**src/rtl/ip2_testx_scanchain_reg_if.sv**
```systemverilog
// Bus bundle for the firmware-side scan-chain image: sequencer strobes,
// ASIC scan_out, pattern write port, readback port and shift status.
interface ip2_testx_scanchain_reg_if #(
    parameter int unsigned WORD_W = 32,
    parameter int unsigned CNT_W  = 10
);
    logic              enable;
    logic              scanchain_reg_load;
    logic              scanchain_reg_shift;
    logic              scan_out;
    logic              pat_wr_en;
    logic [4:0]        pat_wr_addr;
    logic [WORD_W-1:0] pat_wr_data;
    logic [4:0]        cap_rd_addr;
    logic [WORD_W-1:0] cap_rd_data;
    logic              scanchain_reg_bit0;
    logic [CNT_W-1:0]  scanchain_reg_shift_cnt;
    logic [CNT_W-1:0]  scanchain_reg_shift_cnt_max;
    logic              scanchain_reg_full;

    // Sequencer / firmware side
    modport master (
        output enable, scanchain_reg_load, scanchain_reg_shift, scan_out,
               pat_wr_en, pat_wr_addr, pat_wr_data, cap_rd_addr,
        input  cap_rd_data, scanchain_reg_bit0, scanchain_reg_shift_cnt,
               scanchain_reg_shift_cnt_max, scanchain_reg_full
    );

    // Scan-chain register side
    modport slave (
        input  enable, scanchain_reg_load, scanchain_reg_shift, scan_out,
               pat_wr_en, pat_wr_addr, pat_wr_data, cap_rd_addr,
        output cap_rd_data, scanchain_reg_bit0, scanchain_reg_shift_cnt,
               scanchain_reg_shift_cnt_max, scanchain_reg_full
    );
endinterface

```
**src/rtl/ip2_testx_scanchain_reg.sv**
```systemverilog
// 768-bit firmware image of the ASIC scan chain. A software-written pattern
// is copied into a right-shifting register on the sequencer load strobe; each
// shift strobe drives bit0 towards the ASIC and captures the synchronised
// ASIC scan_out at the MSB. Readback is word-wise from the live register.
module ip2_testx_scanchain_reg #(
    parameter int unsigned CHAIN_W = 768,
    parameter int unsigned WORD_W  = 32,
    parameter int unsigned NWORDS  = 24,
    parameter int unsigned CNT_W   = 10
) (
    input logic                       clk,
    input logic                       reset_not,
    ip2_testx_scanchain_reg_if.slave  bus
);
    localparam logic [CNT_W-1:0] CNT_MAX = CNT_W'(CHAIN_W);

    logic [CHAIN_W-1:0] pat_q;
    logic [CHAIN_W-1:0] shreg_q;
    logic [CNT_W-1:0]   cnt_q;
    logic               sync1_q;
    logic               sync2_q;
    logic [WORD_W-1:0]  rd_word;
    logic [WORD_W-1:0]  rd_data_q;

    // Pattern buffer: word writes accepted independent of enable; out-of-range addresses match no word
    always_ff @(posedge clk or negedge reset_not) begin
        if (!reset_not) begin
            pat_q <= '0;
        end else if (bus.pat_wr_en) begin
            for (int unsigned w = 0; w < NWORDS; w++) begin
                if (bus.pat_wr_addr == 5'(w)) begin
                    pat_q[w*WORD_W +: WORD_W] <= bus.pat_wr_data;
                end
            end
        end
    end

    // Two-flop synchroniser for the asynchronous ASIC scan_out
    always_ff @(posedge clk or negedge reset_not) begin
        if (!reset_not) begin
            sync1_q <= 1'b0;
            sync2_q <= 1'b0;
        end else begin
            sync1_q <= bus.scan_out;
            sync2_q <= sync1_q;
        end
    end

    // Shift register and count: load has priority over shift; shifting stops once the count saturates
    always_ff @(posedge clk or negedge reset_not) begin
        if (!reset_not) begin
            shreg_q <= '0;
            cnt_q   <= '0;
        end else if (bus.enable) begin
            if (bus.scanchain_reg_load) begin
                shreg_q <= pat_q;
                cnt_q   <= '0;
            end else if (bus.scanchain_reg_shift && (cnt_q < CNT_MAX)) begin
                shreg_q <= {sync2_q, shreg_q[CHAIN_W-1:1]};
                cnt_q   <= cnt_q + 1'b1;
            end
        end
    end

    // Readback word select; addresses beyond the last word read as zero
    always_comb begin
        rd_word = '0;
        for (int unsigned w = 0; w < NWORDS; w++) begin
            if (bus.cap_rd_addr == 5'(w)) begin
                rd_word = shreg_q[w*WORD_W +: WORD_W];
            end
        end
    end

    // Registered readback of the live shift register
    always_ff @(posedge clk or negedge reset_not) begin
        if (!reset_not) begin
            rd_data_q <= '0;
        end else begin
            rd_data_q <= rd_word;
        end
    end

    assign bus.cap_rd_data                 = rd_data_q;
    assign bus.scanchain_reg_bit0          = shreg_q[0];
    assign bus.scanchain_reg_shift_cnt     = cnt_q;
    assign bus.scanchain_reg_shift_cnt_max = CNT_MAX;
    assign bus.scanchain_reg_full          = (cnt_q == CNT_MAX);
endmodule

```
**src/flat_wrapper.sv**
```systemverilog
// flat-port wrapper written by rule: the top's interface ports become plain ports
module ip2_testx_scanchain_reg_flat 
#(
    parameter int unsigned CHAIN_W = 768,
    parameter int unsigned WORD_W  = 32,
    parameter int unsigned NWORDS  = 24,
    parameter int unsigned CNT_W   = 10
)
  (clk, reset_not, bus_enable, bus_scanchain_reg_load, bus_scanchain_reg_shift, bus_scan_out, bus_pat_wr_en, bus_pat_wr_addr, bus_pat_wr_data, bus_cap_rd_addr, bus_cap_rd_data, bus_scanchain_reg_bit0, bus_scanchain_reg_shift_cnt, bus_scanchain_reg_shift_cnt_max, bus_scanchain_reg_full);
  ip2_testx_scanchain_reg_if #(.WORD_W(WORD_W), .CNT_W(CNT_W)) bus_i ();
  input logic clk;
  input logic reset_not;
  input wire logic [$bits(bus_i.enable)-1:0] bus_enable;
  input wire logic [$bits(bus_i.scanchain_reg_load)-1:0] bus_scanchain_reg_load;
  input wire logic [$bits(bus_i.scanchain_reg_shift)-1:0] bus_scanchain_reg_shift;
  input wire logic [$bits(bus_i.scan_out)-1:0] bus_scan_out;
  input wire logic [$bits(bus_i.pat_wr_en)-1:0] bus_pat_wr_en;
  input wire logic [$bits(bus_i.pat_wr_addr)-1:0] bus_pat_wr_addr;
  input wire logic [$bits(bus_i.pat_wr_data)-1:0] bus_pat_wr_data;
  input wire logic [$bits(bus_i.cap_rd_addr)-1:0] bus_cap_rd_addr;
  output wire logic [$bits(bus_i.cap_rd_data)-1:0] bus_cap_rd_data;
  output wire logic [$bits(bus_i.scanchain_reg_bit0)-1:0] bus_scanchain_reg_bit0;
  output wire logic [$bits(bus_i.scanchain_reg_shift_cnt)-1:0] bus_scanchain_reg_shift_cnt;
  output wire logic [$bits(bus_i.scanchain_reg_shift_cnt_max)-1:0] bus_scanchain_reg_shift_cnt_max;
  output wire logic [$bits(bus_i.scanchain_reg_full)-1:0] bus_scanchain_reg_full;
  assign bus_i.enable = bus_enable;
  assign bus_i.scanchain_reg_load = bus_scanchain_reg_load;
  assign bus_i.scanchain_reg_shift = bus_scanchain_reg_shift;
  assign bus_i.scan_out = bus_scan_out;
  assign bus_i.pat_wr_en = bus_pat_wr_en;
  assign bus_i.pat_wr_addr = bus_pat_wr_addr;
  assign bus_i.pat_wr_data = bus_pat_wr_data;
  assign bus_i.cap_rd_addr = bus_cap_rd_addr;
  assign bus_cap_rd_data = bus_i.cap_rd_data;
  assign bus_scanchain_reg_bit0 = bus_i.scanchain_reg_bit0;
  assign bus_scanchain_reg_shift_cnt = bus_i.scanchain_reg_shift_cnt;
  assign bus_scanchain_reg_shift_cnt_max = bus_i.scanchain_reg_shift_cnt_max;
  assign bus_scanchain_reg_full = bus_i.scanchain_reg_full;
  ip2_testx_scanchain_reg #(.CHAIN_W(CHAIN_W), .WORD_W(WORD_W), .NWORDS(NWORDS), .CNT_W(CNT_W)) u_core (.clk(clk), .reset_not(reset_not), .bus(bus_i));
endmodule
```
**config.mk**
```make
export PLATFORM = sky130hd
export DESIGN_NAME = ip2_testx_scanchain_reg_flat
export DESIGN_NICKNAME = d
export VERILOG_FILES = /design/src/rtl/ip2_testx_scanchain_reg_if.sv /design/src/rtl/ip2_testx_scanchain_reg.sv /design/src/flat_wrapper.sv
export SDC_FILE = /design/constraint.sdc
export NUM_CORES = 2
export LEC_CHECK = 0
export ABC_AREA = 1
export CAP_MARGIN = 20
export CORE_MARGIN = 4
export CORE_UTILIZATION = 60
export DETAILED_ROUTE_END_ITERATION = 8
export GPL_TIMING_DRIVEN = 0
export PLACE_DENSITY = 0.77
export SYNTH_ARGS = -nofsm -noshare
export SYNTH_HDL_FRONTEND = slang
export SYNTH_SLANG_ARGS = --single-unit
```
**constraint.sdc**
```tcl
create_clock -name clk -period 2.2 [get_ports clk]
set_input_delay 0.44 -clock clk [delete_from_list [all_inputs] [get_ports clk]]
set_output_delay 0.44 -clock clk [all_outputs]
set_load 0.02 [all_outputs]
```
After elaboration in Yosys (flattened, before gate mapping)
Cells that the tools add are included.
- flip-flop bits (word level): 1580
- add/subtract/negate cells: 1
- $lt $le $gt $ge: 1
- equal/unequal tests: 47
- multiplexer cells: 28
- reduce and logical (&&, ||, !) cells: 29
- operators with widths (operator ; number):
    2-to-1 mux 768 bit ; 2
    2-to-1 mux 32 bit ; 24
    equality test 5 x 4 -> 1 bit, second input constant ; 16
    equality test 5 bit, second input constant ; 16
    AND reduction 2 bit ; 25
    equality test 5 x 3 -> 1 bit, second input constant ; 8
    equality test 5 x 2 -> 1 bit, second input constant ; 4
    2-to-1 mux 10 bit ; 2
    adder 10 x 1 -> 10 bit, second input constant ; 1
    equality test 10 bit, second input constant ; 1
    equality test 5 x 1 -> 1 bit, second input constant ; 2
    zero test 5 bit ; 2
    less-than comparator 10 bit, second input constant ; 1
    nonzero test 2 bit ; 1
    logical AND 1 bit ; 1

Logic depth before layout (Yosys ltp)
- depth in word-level cells: 25
- depth in mapped cells: 19

Least setup slack after synthesis
Ideal clock, no wire load.
- path kind: register to register
- start point: register u_core.cnt_q[8] (netlist: u_core.bus.scanchain_reg_shift_cnt[8])
- end point: register u_core.shreg_q[656]
- data arrival time: 1.946 ns
- data required time: 2.096 ns
- slack: 0.150 ns
- stages on the path, launching flop included: 12
- path buffers: 3
- cells stage by stage: dfrtp_1 nand2_1 nand2_1 nand2_1 nand2_1 inv_2 nand2_1 clkinv_1 buf_2 clkbuf_1 buf_2 a221oi_1
- cells in the longest elaborated chain, start to end: 4
- RTL lines (item ; RTL line ; source):
    start, declared ; ip2_testx_scanchain_reg.sv:19 ; logic [CNT_W-1:0] cnt_q;
    start signal, assigned ; ip2_testx_scanchain_reg.sv:60 ; cnt_q <= cnt_q + 1'b1;
    less-than comparator 10 bit ; ip2_testx_scanchain_reg.sv:58 ; end else if (bus.scanchain_reg_shift && (cnt_q < CNT_MAX)) begin
    logical AND 1 bit ; ip2_testx_scanchain_reg.sv:58 ;
    nonzero test 2 bit (no source line) ; n/a ;
    AND reduction 2 bit (no source line) ; n/a ;
    end signal, assigned ; ip2_testx_scanchain_reg.sv:56 ; shreg_q <= pat_q;
    end signal, assigned ; ip2_testx_scanchain_reg.sv:59 ; shreg_q <= {sync2_q, shreg_q[CHAIN_W-1:1]};
    end, declared ; ip2_testx_scanchain_reg.sv:18 ; logic [CHAIN_W-1:0] shreg_q;
Every way passes these cells.
A chain may end at the register's enable or synchronous reset.

Worst setup path in the final report
- start point: register u_core.shreg_q[19]
- end point: register u_core.rd_data_q[19] (netlist: u_core.bus.cap_rd_data[19])
- cells in the longest elaborated chain, start to end: 24
- RTL lines (item ; RTL line ; source):
    2-to-1 mux 32 bit (24 in a row) ; ip2_testx_scanchain_reg.sv:69 ; if (bus.cap_rd_addr == 5'(w)) begin
    named net u_core.rd_word[19] ; ip2_testx_scanchain_reg.sv:22 ; logic [WORD_W-1:0] rd_word;
    end signal, assigned ; ip2_testx_scanchain_reg.sv:80 ; rd_data_q <= rd_word;
    end, declared ; ip2_testx_scanchain_reg.sv:23 ; logic [WORD_W-1:0] rd_data_q;
The timed path passes the listed nets, and every way through them passes these cells.

==> results.json <==
{
  "outcome": "finished with violations",
  "failed_checks": "negative hold slack, negative setup slack",
  "syn_inst": 7425,
  "htreeDepth": 4,
  "timing.fmax_mhz": 301,
  "synth_seq_cells": 1580,
  "gp_congestion": 0.988,
  "pwr-share-clk_pct": 35.3,
  "antenna_found_initial": 12,
  "relSlewSlack_pct": 11.9,
  "drtIter0Drc": 9380,
  "pwr-share-comb_pct": 16.7,
  "start_util_pct": 60.8,
  "firstDrtPassIters": 9,
  "fin_nets": 7841,
  "skew_ns": 0.0336,
  "post-route-cell-area_um2": 78800,
  "wl_um": 238000,
  "yosys.area.top_type_share_pct": 59.4,
  "port_buffers": 92,
  "cts_tree": "built",
  "critPathLaunchType": "register",
  "clk_latency_ns": 0.79,
  "drcViolationCount": 0,
  "arrival_ns": 3.98,
  "io_pins": 103,
  "seqPwrFrac_pct": 48.0,
  "cts_buffers": 159,
  "ir_worst_vdd_uv": 836,
  "clock_sinks": 1580,
  "path_class": "reg2reg",
  "critPathRequiredTime_ns": 2.86,
  "dieArea_um2": 116000,
  "clk_pin_slew_ns": 0.06,
  "synth_area_leaders": "dfrtp_1 59%, nand2_1 8.4%, a221oi_1 7.6%",
  "hold_viol": 140,
  "layout_setup_ws_ns": -1.12,
  "grt_pass1_vias": 57600,
  "wl_per_cell_um": 25.4,
  "fp-row-count": 121,
  "place.detailed.hpwl_um": 168000,
  "syn_area_um2": 66600,
  "p_sw_share_pct": 29.7,
  "antenna_left": 0,
  "fin_crit_sh_pct": 151,
  "ys_warn_count": 0,
  "pwr_density_cell_nw_per_um2": 991,
  "final_layout_size_suffix_gt1_share_pct": 13.3,
  "crit_fanout": 2,
  "worstMarginPinSlew_ns": 1.32,
  "gr-total-overflow": 0,
  "num_vias": 60200,
  "cap_violations": 0,
  "placed_area_um2": 70000,
  "fin_cells": 9383,
  "setup_viol": 99,
  "hold_path_class": "in2async",
  "power_leakage_uw": 0.0381,
  "clockRootBuffer": "clkbuf_16",
  "syn2layout_area_growth_pct": 18.3,
  "cts_max_path_buffers": 3,
  "grt_max_degree": 168,
  "rsz0062_at_grt": "true",
  "routed_via_density": 6.42,
  "avgSynthCellArea_um2": 8.97,
  "whs_ns": -0.327,
  "track_usage_pct": 40.3,
  "intPower_uw": 54900,
  "yosysSeqAreaShare_pct": 59.4,
  "worstSetupEndpointType": "register",
  "coreArea_um2": 110000,
  "yosys.area.top_type": "dfrtp_1",
  "grt_first_pass_wirelength_um": 353000,
  "final_max_slew_viol_count": 0,
  "switching_power_uw": 23200,
  "min_period_ns": 3.32,
  "fp.dieW_um": 341,
  "die-height_um": 341,
  "synth_cell_types": 26,
  "dp.cells": 9031
}
==> sequential cells by signal (all words and copies together) (netlist names) <==
name / count
u_core.pat_q: 768
u_core.sync2_q: 1
u_core.sync1_q: 1
u_core.shreg_q: 768
u_core.bus.cap_rd_data: 32
u_core.bus.scanchain_reg_shift_cnt: 10
==> cells in the final DEF (no fill, tap or decap), types with 64 or more instances in the layout <==
master,count
nor2_4,71
inv_1,707
a221oi_2,74
a221oi_1,503
nor2_1,1048
nor2_2,64
clkbuf_16,170
nand2_2,88
buf_4,98
clkbuf_1,312
o22ai_1,191
dfrtp_1,1578
clkbuf_2,140
clkdlybuf4s50_1,67
nand2_1,1369
o21ai_0,816
nand4_1,147
==> per-stage QoR <==
step | setup slack [ns] | total power [µW] | setup TNS [ns] | utilization (%)
after floorplan | 0.150 | 43800 | 0 | -
after global placement | -69.87 | 48200 | - | 63.3
after detailed placement | -2.89 | 49000 | -3001.14 | 63.8
after CTS | -1.07 | 76900 | -46.70 | 70.4
after global routing | -1.04 | 80900 | -24.15 | 71.9
final | -1.12 | 78100 | -25.04 | 71.9
==> synthesized netlist by cell type, drive strengths merged <==
| master | n |
|---|---|
| nand3 | 88 |
| buf | 84 |
| a21oi | 50 |
| or2 | 1 |
| o21ai | 819 |
| nor2 | 1183 |
| ha | 2 |
| nor3 | 11 |
| clkbuf | 460 |
| nor3b | 3 |
| o22ai | 191 |
| a221oi | 577 |
| nand2 | 1490 |
| dfrtp | 1580 |
| conb | 2 |
| clkinv | 5 |
| nand4 | 147 |
| xor2 | 1 |
| inv | 731 |
==> layer usage <==
layer / vias up / routed length, µm / GRT usage [%]
li1: 25500 / - / -
met1: 29700 / 88600 / 56.2
met2: 4164 / 101000 / 56.9
met3: 826 / 34000 / 12.9
met4: 4 / 14700 / 21.2
met5: - / 24 / 0.250
==> critical path, cell delays in order (launching register included) <==
cell	delay (ns)
dfrtp_1	0.40
nand4_1	0.10
nand2_1	0.09
nor2_2	0.15
nand4_1	0.26
nand2_2	0.22
nand4_1	0.30
nor2_4	0.26
nand4_1	0.20
nor2_2	0.19
nand4_1	0.25
nor2_4	0.22
nand4_1	0.27
nand2_2	0.20
nand2_2	0.06
==> area by class of cell <==
class                      instances  area (µm²)
clock buffer                     234        4690
multi-input combinational       4573       24400
antenna                            6        15.0
fill                            8086       30800
timing repair buffer             196        2290
buffer                           544        2720
inverter                         736        2790
sequential                      1580       39500
clock inverter                    38         508
tap                             1476        1850
==> power by group through the flow <==
stage | clock network (µW) | registers [µW] | logic (µW)
final | 27600 | 37500 | 13000
after global routing | 28800 | 37900 | 14200
after CTS | 27500 | 37200 | 12200
after detailed placement | 0 | 37700 | 11300
after global placement | 0 | 37900 | 10300
after floorplan | 0 | 37000 | 6870
==> logic make-up (layout without fill, tap and decap cells) <==
family / after synthesis / after routing / share of synthesized area (%)
xor+xnor: 1 / 1 / 0.0132
compound gates: 1637 / 1637 / 15.9
flops: 1580 / 1580 / 59.4
simple gates: 2923 / 2923 / 17.3
other cells: 2 / 16 / 0.0113
fa+ha+maj: 2 / 2 / 0.0376
buf+inv: 1280 / 1748 / 7.37
==> worst paths after layout <==
check / from / endpoint / slack (ns) / depth (start not counted)
min in group clk: bus_scan_out / u_core.sync1_q$_DFF_PN0_ / 0.12 / 1
hold reg to reg: u_core.sync1_q$_DFF_PN0_ / u_core.sync2_q$_DFF_PN0_ / 0.37 / 0
setup reg to reg: u_core.shreg_q[19]$_DFFE_PN0P_ / u_core.bus.cap_rd_data[19]$_DFF_PN0_ / -1.12 / 14
max in group asynchronous: reset_not / u_core.shreg_q[554]$_DFFE_PN0P_ / 0.46 / 4
hold / removal: reset_not / u_core.shreg_q[206]$_DFFE_PN0P_ / -0.33 / 1
setup / recovery: u_core.shreg_q[19]$_DFFE_PN0P_ / u_core.bus.cap_rd_data[19]$_DFF_PN0_ / -1.12 / 14
==> repair_timing <==
item,4_1_cts,5_1_grt
gates cloned,2,4
endpoints found under the setup margin,1734,1516
pin swaps,277,273
buffers inserted,40,18
resized for setup,582,510
hold endpoints to repair,140,140
Note: power is estimated with default switching activity, not from simulation.
